$ cat config.mk
export PLATFORM = sky130hd
export DESIGN_NAME = uart_rx_oversampled
export DESIGN_NICKNAME = d
export VERILOG_FILES = /design/src/rtl/uart_rx_oversampled_pkg.sv /design/src/rtl/uart_rx_oversampled_os_tick.sv /design/src/rtl/uart_rx_oversampled.sv
export SDC_FILE = /design/constraint.sdc
export NUM_CORES = 1
export LEC_CHECK = 0
export CAP_MARGIN = 10
export CORE_MARGIN = 4
export CORE_UTILIZATION = 25
export CTS_BUF_LIST = sky130_fd_sc_hd__clkbuf_2 sky130_fd_sc_hd__clkbuf_4 sky130_fd_sc_hd__clkbuf_8
export CTS_CLUSTER_SIZE = 24
export DETAILED_ROUTE_END_ITERATION = 10
export SKIP_LAST_GASP = 1
export SLEW_MARGIN = 20
export SYNTH_ARGS = -nofsm -noshare
export SYNTH_HDL_FRONTEND = slang
export SYNTH_SLANG_ARGS = --single-unit
$ cat constraint.sdc
create_clock -name clk -period 2.1 [get_ports clk]
set_clock_uncertainty 0.1 [all_clocks]
set_input_delay 0.315 -clock clk [delete_from_list [all_inputs] [get_ports clk]]
set_output_delay 0.315 -clock clk [all_outputs]
set_load 0.01 [all_outputs]
$ cat src/rtl/uart_rx_oversampled_pkg.sv
// Shared UART definitions: receiver state encoding and elaboration-time
// sizing helpers. Intended for reuse by a future uart_tx.
package uart_rx_oversampled_pkg;

  typedef enum logic [2:0] {
    ST_IDLE,
    ST_START,
    ST_DATA,
    ST_PARITY,
    ST_STOP,
    ST_BREAK
  } uart_state_t;

  // Clock cycles per oversample tick, truncated.
  function automatic int unsigned uart_div(input int unsigned clk_rate,
                                           input int unsigned baud_rate,
                                           input int unsigned oversample);
    return clk_rate / (baud_rate * oversample);
  endfunction

  // Width of a counter that runs 0..n-1, never less than 1 bit.
  function automatic int unsigned cnt_width(input int unsigned n);
    return (n > 1) ? $clog2(n) : 1;
  endfunction

endpackage

$ cat src/rtl/uart_rx_oversampled_os_tick.sv
// Oversample tick generator: free-running 0..DIV-1 counter with a
// synchronous restart, os_tick is high for one clk at DIV-1.
module uart_os_tick
  import uart_rx_oversampled_pkg::*;
#(
  parameter int unsigned DIV = 6
) (
  input  logic clk,
  input  logic rst,
  input  logic restart,
  output logic os_tick
);

  localparam int unsigned CW = cnt_width(DIV);
  localparam logic [CW-1:0] LAST = CW'(DIV - 1);

  logic [CW-1:0] cnt;

  // Divider counter; restart realigns the tick phase to the start edge.
  always_ff @(posedge clk or posedge rst) begin
    if (rst) begin
      cnt <= '0;
    end else if (restart || cnt == LAST) begin
      cnt <= '0;
    end else begin
      cnt <= cnt + 1'b1;
    end
  end

  assign os_tick = (cnt == LAST);

endmodule

$ cat src/rtl/uart_rx_oversampled.sv
// Oversampled UART receiver with mid-bit sampling, framing/parity checks
// and a valid/ready output holding register with sticky overrun.
// Optional parity stage: define UART_RX_PARITY_EN.
module uart_rx_oversampled
  import uart_rx_oversampled_pkg::*;
#(
  parameter int unsigned CLK_RATE   = 12000000,
  parameter int unsigned BAUD_RATE  = 125000,
  parameter int unsigned OVERSAMPLE = 16,
  parameter int unsigned DATA_BITS  = 8,
  parameter int unsigned STOP_BITS  = 1,
  parameter int unsigned PARITY_ODD = 0
) (
  input  logic                 clk,
  input  logic                 rst,
  input  logic                 rx,
  output logic [DATA_BITS-1:0] data_out,
  output logic                 valid,
  input  logic                 ready,
  output logic                 frame_err,
  output logic                 parity_err,
  output logic                 overrun,
  output logic                 busy
);

  localparam int unsigned DIV = uart_div(CLK_RATE, BAUD_RATE, OVERSAMPLE);
  localparam int unsigned TW  = cnt_width(OVERSAMPLE);
  localparam int unsigned BW  = cnt_width(DATA_BITS);
  localparam logic [TW-1:0] HALF_LAST = TW'(OVERSAMPLE / 2 - 1);
  localparam logic [TW-1:0] FULL_LAST = TW'(OVERSAMPLE - 1);
  localparam logic [BW-1:0] DATA_LAST = BW'(DATA_BITS - 1);
  localparam logic [BW-1:0] STOP_LAST = BW'(STOP_BITS - 1);

  if (DIV < 1) begin : g_div_chk
    $error("uart_rx_oversampled: CLK_RATE too low for BAUD_RATE*OVERSAMPLE");
  end
  if (OVERSAMPLE < 4 || (OVERSAMPLE % 2) != 0) begin : g_os_chk
    $error("uart_rx_oversampled: OVERSAMPLE must be even and >= 4");
  end
  if (DATA_BITS < 5 || DATA_BITS > 16) begin : g_db_chk
    $error("uart_rx_oversampled: DATA_BITS must be 5..16");
  end
  if (STOP_BITS < 1 || STOP_BITS > 2 || PARITY_ODD > 1) begin : g_sb_chk
    $error("uart_rx_oversampled: STOP_BITS must be 1..2, PARITY_ODD 0..1");
  end

  uart_state_t          state, state_next;
  logic                 rx_meta, rx_s;
  logic                 os_tick, restart;
  logic [TW-1:0]        tick_cnt;
  logic [BW-1:0]        bit_cnt;
  logic [DATA_BITS-1:0] shreg;
  logic                 stop_bad;
  logic                 samp, commit, commit_pend;
  logic                 par_calc;

  assign restart = (state == ST_IDLE) && !rx_s;
  assign busy    = (state != ST_IDLE);

  uart_os_tick #(.DIV(DIV)) u_tick (
    .clk     (clk),
    .rst     (rst),
    .restart (restart),
    .os_tick (os_tick)
  );

  // State register.
  always_ff @(posedge clk or posedge rst) begin
    if (rst) state <= ST_IDLE;
    else     state <= state_next;
  end

  // Next-state logic and per-bit sample/commit strobes.
  always_comb begin
    state_next = state;
    samp       = 1'b0;
    commit     = 1'b0;
    case (state)
      ST_IDLE:  if (!rx_s) state_next = ST_START;
      ST_START: if (os_tick && tick_cnt == HALF_LAST) begin
        samp       = 1'b1;
        state_next = rx_s ? ST_IDLE : ST_DATA;
      end
      ST_DATA:  if (os_tick && tick_cnt == FULL_LAST) begin
        samp = 1'b1;
`ifdef UART_RX_PARITY_EN
        if (bit_cnt == DATA_LAST) state_next = ST_PARITY;
`else
        if (bit_cnt == DATA_LAST) state_next = ST_STOP;
`endif
      end
`ifdef UART_RX_PARITY_EN
      ST_PARITY: if (os_tick && tick_cnt == FULL_LAST) begin
        samp       = 1'b1;
        state_next = ST_STOP;
      end
`endif
      ST_STOP:  if (os_tick && tick_cnt == FULL_LAST) begin
        samp = 1'b1;
        if (bit_cnt == STOP_LAST) begin
          commit     = 1'b1;
          state_next = (stop_bad || !rx_s) ? ST_BREAK : ST_IDLE;
        end
      end
      ST_BREAK: if (rx_s) state_next = ST_IDLE;
      default:  state_next = ST_IDLE;
    endcase
  end

  // Synchroniser, tick/bit counters and the receive shift register.
  // Commit is delayed one clk so the final stop sample is folded into stop_bad
  // before the word is loaded, while the FSM is already back in IDLE.
  always_ff @(posedge clk or posedge rst) begin
    if (rst) begin
      rx_meta     <= 1'b1;
      rx_s        <= 1'b1;
      tick_cnt    <= '0;
      bit_cnt     <= '0;
      shreg       <= '0;
      stop_bad    <= 1'b0;
      commit_pend <= 1'b0;
    end else begin
      rx_meta     <= rx;
      rx_s        <= rx_meta;
      commit_pend <= commit;
      if (state == ST_IDLE)  tick_cnt <= '0;
      else if (os_tick)      tick_cnt <= samp ? '0 : tick_cnt + 1'b1;
      if (state == ST_IDLE) begin
        bit_cnt  <= '0;
        stop_bad <= 1'b0;
      end else if (samp) begin
        bit_cnt <= (state_next != state) ? '0 : bit_cnt + 1'b1;
        if (state == ST_DATA)          shreg    <= {rx_s, shreg[DATA_BITS-1:1]};
        if (state == ST_STOP && !rx_s) stop_bad <= 1'b1;
      end
    end
  end

`ifdef UART_RX_PARITY_EN
  logic par_bit;

  // Captured parity bit of the current frame.
  always_ff @(posedge clk or posedge rst) begin
    if (rst)                               par_bit <= 1'b0;
    else if (samp && state == ST_PARITY)   par_bit <= rx_s;
  end

  assign par_calc = ((^shreg) ^ par_bit) != 1'(PARITY_ODD);
`else
  assign par_calc = 1'b0;
`endif

  // Output holding register: load on commit, drop and flag overrun if full.
  always_ff @(posedge clk or posedge rst) begin
    if (rst) begin
      data_out   <= '0;
      valid      <= 1'b0;
      frame_err  <= 1'b0;
      parity_err <= 1'b0;
      overrun    <= 1'b0;
    end else if (commit_pend) begin
      if (valid && !ready) begin
        overrun <= 1'b1;
      end else begin
        data_out   <= shreg;
        frame_err  <= stop_bad;
        parity_err <= par_calc;
        valid      <= 1'b1;
        overrun    <= 1'b0;
      end
    end else if (valid && ready) begin
      valid   <= 1'b0;
      overrun <= 1'b0;
    end
  end

endmodule

==> metrics.cfg <==
[floorplan]
die_w_microns = 91.20
rows = 30
core_region_area_sq_mm = 0.006756
die_area_sq_mm = 0.008317
initial_core_util_pct = 25.61
die_h_microns = 91.20
io_pins = 17

[sta]
slew_violations = 0
fin_crit_ns = 1.989
period_share_pct = 94.71
final-hold-violation-count = 0
fmax_mhz = 502.8
setup_viol = 0
final.setup.tns_ns = 0
rsz0062_at_grt = false
fin_worst_hold_slack_ns = 0.2616

[detailed_routing]
ant_nets = 0
first_pass_iters = 5
wl_microns = 3078
dr.first_iter.drc_count = 70
num_vias = 1165
routedWlPerCell_microns = 12.36
drc = 0
drt-vias-per-instance = 4.679

[clocking]
clockBufferDepth = 2
cts_setup_buffers = 0
clock_latency_ns = 0.29
root_buffer = clkbuf_8
cts_sinks = 36
cts-resized-gates = 0
htreeDepth = 2
cts_buffers = 5
clk_pin_slew_ns = 0.07
cts_hold_buf = 0
cts_tree = done

[layout]
n_fill_cell = 701
drive_gt1_share_pct = 23.67
area_delta_synth_final_pct = 18.80
n_antenna_cell = 0
layout.nets = 178
multi_input_area_sq_um = 730.7
seqCellArea_sq_um = 903.4
fin_cells = 249

[place]
dp_cells = 241
numPortBuffers = 15
hpwl_microns = 2181
place_congestion = 0.7983

[yosys]
synth.largest_area_cell = dfrtp_1
postSynthCellCount = 149
synth_top_area_share_pct = 49.17
yosysMostFrequentCell = dfrtp_1
yosysSeqAreaShare_pct = 52.21
synth_seq_cells = 36
synth_ff_type = dfrtp_1
synth_nets = 159
async_reset_ff_share_pct = 100.0
syn-cell-area_sq_mm = 0.001730
synth_edf_count = 0
ys_types = 41
synthTopCellsByCount = 34 x dfrtp_1, 16 x mux2_2, 14 x nor2_1, 8 x inv_1, 8 x nand2_1
netlist_top_cells_area = dfrtp_1 49%, mux2_2 10%, ha_1 4.3%
yosys_warnings = 0
syn_avg_cell_area_sq_um = 11.61

[power_and_ir_drop]
p_int_mw = 1.078
power.share.combinational_pct = 3.1
p_sw_mw = 0.2772
p_clk_share_pct = 45.1
seq_power_share_pct = 51.9
peakVddDrop_uv = 443.6
p_leak_nw = 0.9327
p_sw_share_pct = 20.46
powerDensity_mw_per_mm2 = 659.3

[outcome]
status = finished, final reports clean

[hold_path]
hp-start = rx_meta
hold_depth = 0
hp-class = flop to flop
min_to = rx_s

[grt]
grt.busiest_layer = met2
grt_usage_pct = 8.073
grt_pass1_vias = 1071
grt_pass1_wl_microns = 5354
grt_start_max_net_pins = 37
grt_use_met3_pct = 2.403
antenna_found_initial = 0
use_met2_pct = 11.96
use_met1_pct = 10.61
grt_overflow = 0

[worst_setup_path]
reg2reg_setup_slack_ns = 0.14
cp_max_fo = 8
reg2reg_from = u_tick.cnt[1]
critPathKind = flop to output pin
required_ns = 1.68
reg2regPathDepth = 6
critical_path.endpoint_type = output pin
arrival_ns = 1.57
r2r-end = bit_cnt[2]
worstSetupStartpointType = flop

[run]
cap_viol_max_count = 0

-- cell usage in the layout (no fill, tap or decap), drive strengths merged, types with 2 or more instances in the layout --
master         instances
o21ai                  4
inv                    8
nand3b                 2
a31o                   2
mux2                  16
and2b                  2
buf                    4
dfstp                  2
xor2                   2
nor2b                  2
clkdlybuf4s50         15
dfrtp                 34
nand3                  5
a311oi                 2
a22oi                  2
nor3                   4
nand2                  8
nor2                  14
nand2b                 3
o211ai                 2
a21oi                  5
clkbuf                 6
ha                     6
-- stage by stage --
step	setup slack [ns]	util [%]	area [sq um]	total power [mW]
2_1_floorplan	0.2999	-	1730	0.7451
3_3_place_gp	0.1610	28.70	1939	0.7584
3_5_place_dp	0.1216	28.70	1939	0.7588
4_1_cts	0.08037	30.35	2051	1.381
5_1_grt	0.001143	30.43	2056	1.411
6_report	0.1110	30.43	2056	1.355
-- flip-flops by register name, summed over array words and instances, names as in the netlist --
| register | flops |
|---|---|
| rx_s | 1 |
| frame_err | 1 |
| state | 3 |
| u_tick.cnt | 3 |
| stop_bad | 1 |
| valid | 1 |
| bit_cnt | 3 |
| rx_meta | 1 |
| data_out | 8 |
| overrun | 1 |
| commit_pend | 1 |
| tick_cnt | 4 |
| shreg | 8 |
-- worst max path at each step --
stage | startpoint | end | depth (start not counted)
3_5_place_dp | u_tick.cnt[1] | bit_cnt[2] | 6
5_1_grt | state[0] | busy | 3
4_1_cts | state[0] | busy | 3
2_1_floorplan | u_tick.cnt[1] | bit_cnt[2] | 7
6_report | state[1] | busy | 3
3_3_place_gp | u_tick.cnt[1] | bit_cnt[2] | 6
-- cells by family (layout without fill, tap and decap cells) --
family | after synthesis | in the layout | synth area share [%]
other | 1 | 1 | 0.2167
xor gates and xnor gates | 3 | 3 | 1.519
adders and majority gates | 6 | 6 | 4.338
muxes | 17 | 17 | 10.99
AOI/OAI and AO/OA | 26 | 26 | 10.85
and+or+nand+nor | 45 | 45 | 14.03
DFF | 36 | 36 | 52.21
buffers and inverters | 15 | 35 | 5.856
-- area by class of cell --
type                    count  area share (%)
flip-flops and latches     36           43.94
clock buffers               6           3.713
inverters                   8           1.461
clock inverters             2           1.704
repair buffers             19           8.764
multi-input cells          98           35.54
well taps                  80           4.869
-- critical path, stage by stage, from the launching register on --
cell	delay (ns)
dfrtp_1	0.48
nor3_2	0.22
inv_1	0.10
clkdlybuf4s50_1	0.49
-- metal layers --
| layer | up-vias | wire length [microns] |
|---|---|---|
| met1 | 557 | 1426 |
| met5 | - | 0 |
| met4 | 0 | 77 |
| met2 | 38 | 1406 |
| li1 | 562 | - |
| met3 | 8 | 168 |
-- power groups by stage --
stage	clock [mW]	sequential (mW)	combinational (mW)
6_report	0.611	0.703	0.0415
2_1_floorplan	0	0.712	0.0333
4_1_cts	0.635	0.703	0.0429
3_5_place_dp	0	0.716	0.0426
3_3_place_gp	0	0.716	0.0423
5_1_grt	0.661	0.703	0.0474
Note: power is estimated with default switching activity, not from simulation.
